**config.mk**
```make
export PLATFORM = sky130hd
export DESIGN_NAME = crop_stream_sequencer
export DESIGN_NICKNAME = d
export VERILOG_FILES = /design/src/rtl/crop_pkg.sv /design/src/rtl/crop_desc_fifo.sv /design/src/rtl/crop_stream_sequencer.sv
export SDC_FILE = /design/constraint.sdc
export NUM_CORES = 1
export LEC_CHECK = 0
export BUFFER_PORTS_ARGS = -buffer_cell sky130_fd_sc_hd__buf_4
export CAP_MARGIN = 20
export CORE_MARGIN = 2
export CORE_UTILIZATION = 44
export DETAILED_ROUTE_END_ITERATION = 8
export PLACE_DENSITY_LB_ADDON = 0.25
export SYNTH_ARGS = -nofsm -noshare
export SYNTH_HDL_FRONTEND = slang
export SYNTH_SLANG_ARGS = --single-unit
```
**constraint.sdc**
```tcl
create_clock -name clk_i -period 6.7 [get_ports clk_i]
set_input_delay 0.335 -clock clk_i [delete_from_list [all_inputs] [get_ports clk_i]]
set_output_delay 0.335 -clock clk_i [all_outputs]
set_load 0.02 [all_outputs]
```
**src/rtl/crop_pkg.sv**
```systemverilog
// Shared types and helpers for the crop stream sequencer.
//   crop_state_e : sequencer FSM states
//   crop_desc_t  : crop-origin descriptor (window top row y, left column x)
//   coord_w()    : counter/coordinate width for a dimension, at least 1 bit
package crop_pkg;

  // Descriptors carry coordinates at a fixed width so the struct does not depend on module
  // parameters; unused upper bits are always zero.
  localparam int unsigned CoordW = 16;

  typedef enum logic [0:0] {
    StWaitDesc,
    StStream
  } crop_state_e;

  typedef struct packed {
    logic [CoordW-1:0] y;
    logic [CoordW-1:0] x;
  } crop_desc_t;

  function automatic int unsigned coord_w(input int unsigned n);
    return (n > 1) ? $clog2(n) : 1;
  endfunction

  function automatic int unsigned y_w(input int unsigned in_rows);
    return coord_w(in_rows);
  endfunction

  function automatic int unsigned x_w(input int unsigned in_cols);
    return coord_w(in_cols);
  endfunction

endpackage

```
**src/rtl/crop_desc_fifo.sv**
```systemverilog
// Synchronous descriptor FIFO.
//   clk_i, rst_ni      : clock, asynchronous active-low reset (empties the FIFO)
//   push_i, data_i     : write a descriptor (ignored while full)
//   pop_i, data_o      : drop the head entry (ignored while empty); data_o shows the head
//   full_o, empty_o    : occupancy flags, derived from the registered count
module crop_desc_fifo
  import crop_pkg::*;
#(
  parameter int unsigned Depth = 2
) (
  input  logic       clk_i,
  input  logic       rst_ni,
  input  logic       push_i,
  input  crop_desc_t data_i,
  input  logic       pop_i,
  output crop_desc_t data_o,
  output logic       full_o,
  output logic       empty_o
);

  localparam int unsigned PtrW = (Depth > 1) ? $clog2(Depth) : 1;

  logic [PtrW-1:0] wr_ptr_q, rd_ptr_q;
  logic [PtrW:0]   count_q;
  crop_desc_t      mem_q [Depth];
  logic            do_push, do_pop;

  always_comb begin
    full_o  = (count_q == Depth[PtrW:0]);
    empty_o = (count_q == '0);
    do_push = push_i && !full_o;
    do_pop  = pop_i && !empty_o;
    data_o  = mem_q[rd_ptr_q];
  end

  // Depth is a power of two, so the pointers wrap naturally.
  always_ff @(posedge clk_i or negedge rst_ni) begin
    if (!rst_ni) begin
      wr_ptr_q <= '0;
      rd_ptr_q <= '0;
      count_q  <= '0;
    end else begin
      if (do_push) wr_ptr_q <= wr_ptr_q + PtrW'(1);
      if (do_pop)  rd_ptr_q <= rd_ptr_q + PtrW'(1);
      unique case ({do_push, do_pop})
        2'b10:   count_q <= count_q + (PtrW + 1)'(1);
        2'b01:   count_q <= count_q - (PtrW + 1)'(1);
        default: count_q <= count_q;
      endcase
    end
  end

  always_ff @(posedge clk_i) begin
    if (do_push) mem_q[wr_ptr_q] <= data_i;
  end

endmodule

```
**src/rtl/crop_stream_sequencer.sv**
```systemverilog
// Runtime-programmable crop controller.
//   cfg_valid_i/cfg_ready_o/cfg_y_i/cfg_x_i : descriptor handshake; out-of-range descriptors
//                                             are discarded and flagged on cfg_err_o next cycle
//   pixel_in_i/in_valid_i/in_ready_o        : raster input, IN_ROWS x IN_COLS per frame
//   pixel_out_o/out_valid_o/out_ready_i     : cropped output, registered (latency 1)
//   out_last_o                              : marks the final pixel of a crop window
//   frame_done_o                            : one-cycle pulse after a frame's last input pixel
//   crops_done_o                            : completed-frame counter, wraps at 2^16
module crop_stream_sequencer
  import crop_pkg::*;
#(
  parameter int unsigned PIXEL_BIT_WIDTH = 8,
  parameter int unsigned IN_ROWS         = 9,
  parameter int unsigned IN_COLS         = 9,
  parameter int unsigned OUT_ROWS        = 3,
  parameter int unsigned OUT_COLS        = 3,
  parameter int unsigned DESC_DEPTH      = 2,
  localparam int unsigned YW             = y_w(IN_ROWS),
  localparam int unsigned XW             = x_w(IN_COLS)
) (
  input  logic                       clk_i,
  input  logic                       rst_ni,
  input  logic                       cfg_valid_i,
  output logic                       cfg_ready_o,
  input  logic [YW-1:0]              cfg_y_i,
  input  logic [XW-1:0]              cfg_x_i,
  output logic                       cfg_err_o,
  input  logic [PIXEL_BIT_WIDTH-1:0] pixel_in_i,
  input  logic                       in_valid_i,
  output logic                       in_ready_o,
  output logic [PIXEL_BIT_WIDTH-1:0] pixel_out_o,
  output logic                       out_valid_o,
  input  logic                       out_ready_i,
  output logic                       out_last_o,
  output logic                       frame_done_o,
  output logic [15:0]                crops_done_o
);

  localparam int unsigned RW = coord_w(IN_ROWS);
  localparam int unsigned CW = coord_w(IN_COLS);

  crop_state_e state_q, state_d;

  logic [RW-1:0]              row_q;
  logic [CW-1:0]              col_q;
  crop_desc_t                 act_q;
  logic [PIXEL_BIT_WIDTH-1:0] pixel_out_q;
  logic                       out_valid_q, out_last_q, frame_done_q, cfg_err_q;
  logic [15:0]                crops_done_q;

  crop_desc_t fifo_head, cfg_desc;
  logic       fifo_full, fifo_empty, fifo_pop, fifo_push;
  logic       cfg_fire, cfg_ok;
  logic       in_fire, keep, last_kept, row_end, frame_end;
  logic [CoordW-1:0] row_c, col_c;

  // Config path
  always_comb begin
    cfg_desc    = '{y: CoordW'(cfg_y_i), x: CoordW'(cfg_x_i)};
    cfg_ready_o = !fifo_full;
    cfg_fire    = cfg_valid_i && cfg_ready_o;
    cfg_ok      = (cfg_desc.y <= CoordW'(IN_ROWS - OUT_ROWS)) &&
                  (cfg_desc.x <= CoordW'(IN_COLS - OUT_COLS));
    fifo_push   = cfg_fire && cfg_ok;
  end

  crop_desc_fifo #(
    .Depth (DESC_DEPTH)
  ) u_desc_fifo (
    .clk_i   (clk_i),
    .rst_ni  (rst_ni),
    .push_i  (fifo_push),
    .data_i  (cfg_desc),
    .pop_i   (fifo_pop),
    .data_o  (fifo_head),
    .full_o  (fifo_full),
    .empty_o (fifo_empty)
  );

  // FSM: state register
  always_ff @(posedge clk_i or negedge rst_ni) begin
    if (!rst_ni) state_q <= StWaitDesc;
    else         state_q <= state_d;
  end

  // FSM: next state
  always_comb begin
    state_d = state_q;
    unique case (state_q)
      StWaitDesc: if (!fifo_empty) state_d = StStream;
      StStream:   if (in_fire && frame_end) state_d = StWaitDesc;
      default:    state_d = StWaitDesc;
    endcase
  end

  // FSM: outputs
  always_comb begin
    in_ready_o = 1'b0;
    fifo_pop   = 1'b0;
    unique case (state_q)
      StWaitDesc: fifo_pop   = !fifo_empty;
      StStream:   in_ready_o = !out_valid_q || out_ready_i;
      default: ;
    endcase
  end

  // Window decode for the pixel currently offered
  always_comb begin
    in_fire   = in_valid_i && in_ready_o;
    row_c     = CoordW'(row_q);
    col_c     = CoordW'(col_q);
    keep      = (row_c >= act_q.y) && (row_c < act_q.y + CoordW'(OUT_ROWS)) &&
                (col_c >= act_q.x) && (col_c < act_q.x + CoordW'(OUT_COLS));
    last_kept = (row_c == act_q.y + CoordW'(OUT_ROWS - 1)) &&
                (col_c == act_q.x + CoordW'(OUT_COLS - 1));
    row_end   = (col_q == CW'(IN_COLS - 1));
    frame_end = row_end && (row_q == RW'(IN_ROWS - 1));
  end

  always_ff @(posedge clk_i or negedge rst_ni) begin
    if (!rst_ni) begin
      row_q        <= '0;
      col_q        <= '0;
      act_q        <= '0;
      pixel_out_q  <= '0;
      out_valid_q  <= 1'b0;
      out_last_q   <= 1'b0;
      frame_done_q <= 1'b0;
      cfg_err_q    <= 1'b0;
      crops_done_q <= '0;
    end else begin
      cfg_err_q    <= cfg_fire && !cfg_ok;
      frame_done_q <= in_fire && frame_end;

      if (fifo_pop) act_q <= fifo_head;

      if (in_fire) begin
        if (frame_end) begin
          row_q        <= '0;
          col_q        <= '0;
          crops_done_q <= crops_done_q + 16'd1;
        end else if (row_end) begin
          row_q <= row_q + RW'(1);
          col_q <= '0;
        end else begin
          col_q <= col_q + CW'(1);
        end
      end

      // A dropped pixel only retires the output register if downstream took it.
      if (in_fire && keep) begin
        pixel_out_q <= pixel_in_i;
        out_valid_q <= 1'b1;
        out_last_q  <= last_kept;
      end else if (out_ready_i) begin
        out_valid_q <= 1'b0;
        out_last_q  <= 1'b0;
      end
    end
  end

  assign pixel_out_o  = pixel_out_q;
  assign out_valid_o  = out_valid_q;
  assign out_last_o   = out_last_q;
  assign frame_done_o = frame_done_q;
  assign cfg_err_o    = cfg_err_q;
  assign crops_done_o = crops_done_q;

endmodule

```
==> impl_metrics.json, run 1 <==
{
  "synth.top_cell.area_share": 0.381,
  "clock-sinks": 65,
  "setup_tns_ns": 0,
  "grt_pass1_wl_um": 9360,
  "cts_root_buffer": "clkbuf_8",
  "p_per_area_nw_per_um2": 322,
  "skew_ns": 0.0104,
  "arrival_ns": 2.88,
  "rows": 31,
  "diodes": 0,
  "clock_latency_ns": 0.34,
  "p_seq_frac": 0.423,
  "synth_edf_count": 16,
  "ctsLongestPathBuffers": 2,
  "hold_viol": 0,
  "synthArstFlopShare": 0.754,
  "cts_resized": 0,
  "required_ns": 6.92,
  "synthTopCellsByCount": "dfrtp_1, ha_1, nand2_1, xnor2_1, inv_1",
  "layout_min_cycle_time_ns": 2.65,
  "drive_gt1_frac": 0.240,
  "relSlewSlack": 0.537,
  "ant_nets": 0,
  "switching_share": 0.318,
  "cts_buffers": 9,
  "final_util": 0.549,
  "drc": 0,
  "gp_congestion": 0.803,
  "fp.coreArea_um2": 7180,
  "yosys_warnings": 0,
  "grtUsageTotal": 0.157,
  "die_h_um": 89.5,
  "end_kind": "flip-flop",
  "p_clk_frac": 0.290,
  "synth.most_common_cell": "dfrtp_1",
  "dp_hpwl_um": 4200,
  "synth_cell_types": 39,
  "dr_total_vias": 2134,
  "seq_area_frac_synth": 0.530,
  "ir_worst_vdd_mv": 0.132,
  "syn_nets": 322,
  "netSwitchingPower_uw": 404,
  "min_path_type": "input pin to asynchronous set/reset pin",
  "yosysTopAreaCell": "dfrtp_1",
  "globalRouteOverflowTotal": 0,
  "crit_fanout": 10,
  "grt_max_degree": 50,
  "post-route-period-util": 0.396,
  "worstMarginPinSlew_ns": 0.693,
  "synth_cells": 273,
  "nets": 382,
  "path_clk_slew_ns": 0.07,
  "outcome": "finished, final reports clean",
  "synth_area_leaders": "dfrtp_1, edfxtp_1, ha_1, xnor2_1, mux2_2",
  "cts_tree": "done",
  "netlist_area_um2": 3220,
  "htree_levels": 3,
  "rsz0062_at_grt": "false",
  "antenna_found_initial": 0,
  "maxCapViolCount": 0,
  "setup_viol": 0,
  "start_util": 0.449,
  "die_area_um2": 8020,
  "hold_buffers": 0,
  "ios": 51,
  "place.port_buffers": 50,
  "grt_pass1_vias": 2011,
  "vias_per_cell": 4.88,
  "maxSlewViolCount": 0,
  "syn_avg_cell_area_um2": 11.8,
  "drt-total-wl_um": 5720,
  "drt_iter0_drc": 54,
  "setup.worst_path.class": "flip-flop to flip-flop",
  "combPwrFrac": 0.287,
  "drtPass1Iterations": 4,
  "area_growth_pct": 22.3,
  "cts_setup_buffers": 0,
  "crit_path_start_kind": "flip-flop",
  "ys.flop_type": "dfrtp_1",
  "power_leakage_nw": 1.77,
  "ys_seq_elements": 65,
  "fmax_ghz": 0.377,
  "p_int_uw": 865,
  "die_w_um": 89.5,
  "fill_cells": 642,
  "detail_route.wl_per_cell_um": 13.1
}
-- cells in the final DEF (no fill, tap or decap), types with 3 or more instances in the layout --
cell type / count
dfrtp_1: 49
inv_1: 17
nand4_1: 5
buf_4: 51
clkbuf_8: 9
xor2_1: 12
nor2_1: 15
nor2b_1: 4
mux2_2: 10
nand3_1: 5
mux2i_1: 9
nand2_1: 28
edfxtp_1: 16
a21oi_1: 7
nor3_1: 4
xnor2_1: 20
ha_1: 28
o21ai_0: 13
nand2b_1: 3
-- cells by family after synthesis --
logic type / Yosys count / synth area share
AO/OA/AOI/OAI: 33 / 0.0630
XOR/XNOR: 32 / 0.0871
adder cells (fa/ha/maj): 28 / 0.109
buffers and inverters: 19 / 0.0222
flip-flops: 65 / 0.530
multiplexers: 19 / 0.0630
AND/OR/NAND/NOR: 77 / 0.126
-- final cells by class --
type | instances | area, um2 | area share
Tap cell | 99 | 124 | 0.0314
Clock buffer | 10 | 128 | 0.0324
Timing Repair Buffer | 51 | 383 | 0.0972
Multi-Input combinational cell | 189 | 1440 | 0.366
Inverter | 17 | 63.8 | 0.0162
Sequential cell | 65 | 1710 | 0.433
Clock inverter | 6 | 92.6 | 0.0235
-- metal layers --
metal | GRT usage | up-vias | wire length, um
met5 | 0 | - | 0
met4 | 0.0746 | 0 | 109
met3 | 0.0480 | 8 | 148
met2 | 0.238 | 25 | 2780
met1 | 0.207 | 1028 | 2690
li1 | - | 1073 | -
-- worst max-delay path: stages, from the launching register on --
cell and delay [ns]:
dfrtp_1 0.37, inv_1 0.10, ha_1 0.21, a21oi_1 0.16
xnor2_1 0.15, ha_1 0.27, a21oi_1 0.14, a21oi_1 0.11
nor4_4 0.64, mux2_2 0.41
-- power groups by stage --
stage | registers, mW | clock network [mW] | logic (mW)
after detailed placement | 0.545 | 0 | 0.366
after global routing | 0.546 | 0.396 | 0.406
after floorplan | 0.565 | 0 | 0.216
after CTS | 0.537 | 0.376 | 0.370
final | 0.536 | 0.368 | 0.364
after global placement | 0.542 | 0 | 0.354
-- metrics by stage --
stage / instance area, um2 / setup WS, ns / std cells / power, mW / hold slack [ns]
2_1_floorplan: 3220 / 4.31 / 273 / 0.781 / 0.0394
3_3_place_gp: 3710 / 4.10 / 420 / 0.896 / 0.395
3_5_place_dp: 3710 / 4.01 / 420 / 0.911 / 0.396
4_1_cts: 3930 / 4.00 / 436 / 1.28 / 0.0215
5_1_grt: 3940 / 3.80 / 437 / 1.35 / 0.0513
6_report: 3940 / 4.05 / 437 / 1.27 / 0.00545
-- flip-flops by register name, indices dropped and copies added, names as in the netlist, 2 cells and up --
name / count
act_q: 8
crops_done_o: 16
row_q: 4
col_q: 4
pixel_out_o: 8
u_desc_fifo.mem_q: 16
u_desc_fifo.count_q: 2
-- final timing paths --
kind	endpoint	depth (start not counted)	slack, ns	start
hold / removal	cfg_err_o$_DFF_PN0_	1	0.005	rst_ni
max in group asynchronous	crops_done_o[3]$_DFFE_PN0P_	1	6.27	rst_ni
setup / recovery	pixel_out_o[4]$_DFFE_PN0P_	9	4.05	act_q[17]$_DFFE_PN0P_
hold reg to reg	crops_done_o[15]$_DFFE_PN0P_	1	0.47	crops_done_o[15]$_DFFE_PN0P_
min in group clk_i	u_desc_fifo.mem_q[1][0]$_DFFE_PP_	1	0.19	cfg_x_i[0]
setup reg to reg	pixel_out_o[4]$_DFFE_PN0P_	9	4.05	act_q[17]$_DFFE_PN0P_
Power figures use the tool's default switching activity.
==> inputs of run 2 (changes only) <==
--- a/config.mk
+++ b/config.mk
@@ -5,6 +5,7 @@
 export SDC_FILE = /design/constraint.sdc
 export NUM_CORES = 1
 export LEC_CHECK = 0
+export ABC_AREA = 1
 export BUFFER_PORTS_ARGS = -buffer_cell sky130_fd_sc_hd__buf_4
 export CAP_MARGIN = 20
 export CORE_MARGIN = 2
==> constraint.sdc (replaced) <==
create_clock -name clk_i -period 2.1 [get_ports clk_i]
set_input_delay 0.105 -clock clk_i [delete_from_list [all_inputs] [get_ports clk_i]]
set_output_delay 0.105 -clock clk_i [all_outputs]
set_load 0.02 [all_outputs]
==> run 2 against run 1 <==
The flow now finishes with violations (negative setup slack). Setup slack worse by 4.0 ns. Register-to-register slack got worse by 4.0 ns. Synthesized cell count up 37%. Global-route usage increased by 1.4 points. Clock power rose to 3.1 times the previous value. Via count grew 27%. Clock skew shrank 0.0022 ns. First-iteration DRC count grew 69%. Maximum frequency rose by 26%. Cell area up 15%.
==> impl_metrics.json, run 2 <==
{
  "outcome": "finished, violations left",
  "violations": "negative setup slack",
  "netlist_area_um2": 3480,
  "fill_cells": 683,
  "synthTopCellsByCount": "nand2_1, inv_1, dfrtp_1, ha_1, nand3_1",
  "end_kind": "flip-flop",
  "ir_worst_vdd_mv": 0.482,
  "place_ws_ns": -0.125,
  "layout_min_cycle_time_ns": 2.10,
  "rows": 32,
  "power_mw": 5.16,
  "drtPass1Iterations": 4,
  "crit_fanout": 8,
  "antenna_found_initial": 0,
  "relSlewSlack": 0.574,
  "ios": 51,
  "ys.flop_type": "dfrtp_1",
  "setup_viol": 1,
  "arrival_ns": 2.34,
  "drt-total-wl_um": 6910,
  "drc": 0,
  "setup.worst_path.class": "flip-flop to flip-flop",
  "drive_gt1_frac": 0.243,
  "detail_route.wl_per_cell_um": 12.1,
  "clock-sinks": 65,
  "final_cell_mix": "nand2_1, buf_4, inv_1, dfrtp_1, ha_1",
  "dr_total_vias": 2715,
  "required_ns": 2.33,
  "hold_viol": 0,
  "synth_edf_count": 16,
  "syn_nets": 424,
  "setup_slack_ns": -0.00435,
  "die_w_um": 93.0,
  "diodes": 0,
  "start_util": 0.453,
  "cts_root_buffer": "clkbuf_8",
  "final_util": 0.589,
  "fp.coreArea_um2": 7690,
  "multi_input_area_um2": 1590,
  "maxSlewViolCount": 0,
  "die_h_um": 93.0,
  "rsz0062_at_grt": "true",
  "grtUsageTotal": 0.172,
  "layout_commonest_cell": "nand2_1",
  "cts_tree": "done",
  "dp_hpwl_um": 4920,
  "synth_cells": 375,
  "synth_cell_types": 32,
  "gp_congestion": 0.802,
  "drt_iter0_drc": 91,
  "seq_area_frac_synth": 0.490,
  "ys_seq_elements": 65,
  "fmax_ghz": 0.475,
  "maxCapViolCount": 0,
  "synthArstFlopShare": 0.754,
  "vias_per_cell": 4.75,
  "cts_buffers": 9,
  "synth_area_leaders": "dfrtp_1, edfxtp_1, ha_1, nand2_1, inv_1",
  "nets": 514,
  "ctsLongestPathBuffers": 2,
  "post-route-period-util": 1.00,
  "place.port_buffers": 50,
  "crit_path_start_kind": "flip-flop",
  "synth.top_cell.area_share": 0.352,
  "synth.most_common_cell": "nand2_1",
  "grt_pass1_vias": 2542,
  "ant_nets": 0,
  "worstMarginPinSlew_ns": 0.639,
  "path_clk_slew_ns": 0.07,
  "die_area_um2": 8640,
  "power_leakage_nw": 2.29,
  "clock_latency_ns": 0.34,
  "p_per_area_nw_per_um2": 1140,
  "syn_avg_cell_area_um2": 9.29,
  "min_path_type": "input pin to flip-flop",
  "yosys_warnings": 0,
  "yosysTopAreaCell": "dfrtp_1",
  "grt_max_degree": 50,
  "globalRouteOverflowTotal": 0,
  "skew_ns": 0.00819,
  "area_growth_pct": 30.1,
  "grt_pass1_wl_um": 11700,
  "htree_levels": 3,
  "seq_area_um2": 1710
}
## run 2: cell count changes in the layout (fill, tap and decap cells not counted), moves of 10 or more
cell / delta
nand2_1: +45
inv_1: +36
nand3_1: +19
dlygate4sd3_1: +15
buf_4: +14
xnor2_1: -14
mux2_2: -10
nand2_2: +10
## run 2: final timing paths
check / start / to / slack [ns] / cells past startpoint
min in group asynchronous: rst_ni / col_q[0]$_DFFE_PN0P_ / 0.33 / 2
worst max register to register: act_q[1]$_DFFE_PN0P_ / pixel_out_o[2]$_DFFE_PN0P_ / -0.004 / 12
worst max-delay path: act_q[1]$_DFFE_PN0P_ / pixel_out_o[2]$_DFFE_PN0P_ / -0.004 / 12
worst min register to register: pixel_out_o[7]$_DFFE_PN0P_ / pixel_out_o[7]$_DFFE_PN0P_ / 0.48 / 2
worst min-delay path: pixel_in_i[1] / pixel_out_o[1]$_DFFE_PN0P_ / 0.01 / 3
max in group asynchronous: rst_ni / crops_done_o[0]$_DFFE_PN0P_ / 1.33 / 2
## run 2: report_power, final
| part | total [mW] | switching [mW] | internal, mW |
|---|---|---|---|
| Combinational | 2.18 | 1.20 | 0.973 |
| Clock | 1.14 | 0.474 | 0.663 |
| Sequential | 1.84 | 0.292 | 1.55 |
| Total | 5.16 | 1.97 | 3.19 |
## run 2: worst max-delay path: stages, from the launching register on
cell	delay, ns
dfrtp_1	0.38
inv_2	0.07
ha_1	0.21
a21oi_2	0.13
xor2_1	0.17
ha_1	0.26
a21oi_1	0.13
o21ai_1	0.08
buf_4	0.14
o31ai_4	0.14
nand2_4	0.14
nand2_2	0.11
nand2_2	0.05
## run 2: final cells by class
cell class,instances,share of cell area
clock buffers,10,0.0282
well taps,102,0.0282
inverters,59,0.0492
repair buffers,82,0.148
clock inverters,6,0.0182
multi-input cells,248,0.352
flip-flops and latches,65,0.377
## run 2: routing by layer
metal	vias up	GRT usage	share of wire
li1	1402	-	-
met1	1261	0.234	0.50
met2	44	0.268	0.46
met3	8	0.0431	0.035
met4	0	0.0576	0.011
met5	-	0	0
## run 2: per-stage QoR
stage | hold WS (ns) | instances | area [um2] | setup TNS (ns)
after floorplan | -0.191 | 375 | 3480 | 0
after global placement | 0.170 | 535 | 4050 | 0
after detailed placement | 0.171 | 535 | 4050 | -0.834
after CTS | 0.000906 | 571 | 4480 | 0
after global routing | 0.0118 | 572 | 4530 | -1.54
final | 0.0140 | 572 | 4530 | -0.00435
## run 2: timing repair
item,4_1_cts,5_1_grt
hold buffers,15,0
buffers inserted,4,1
endpoints found under the hold margin,71,0
cloned,1,0
gates resized for setup,10,11
pin swaps,7,13
endpoints found under the setup margin,10,10
## run 2: cells by family (layout without fill, tap and decap cells)
group           Yosys count  after routing  synth area share
flops                    65             65             0.490
buf+inv                  63            157            0.0704
compound gates           44             44            0.0762
fa+ha+maj                28             28             0.101
xor+xnor                 25             25            0.0629
simple gates            150            151             0.200
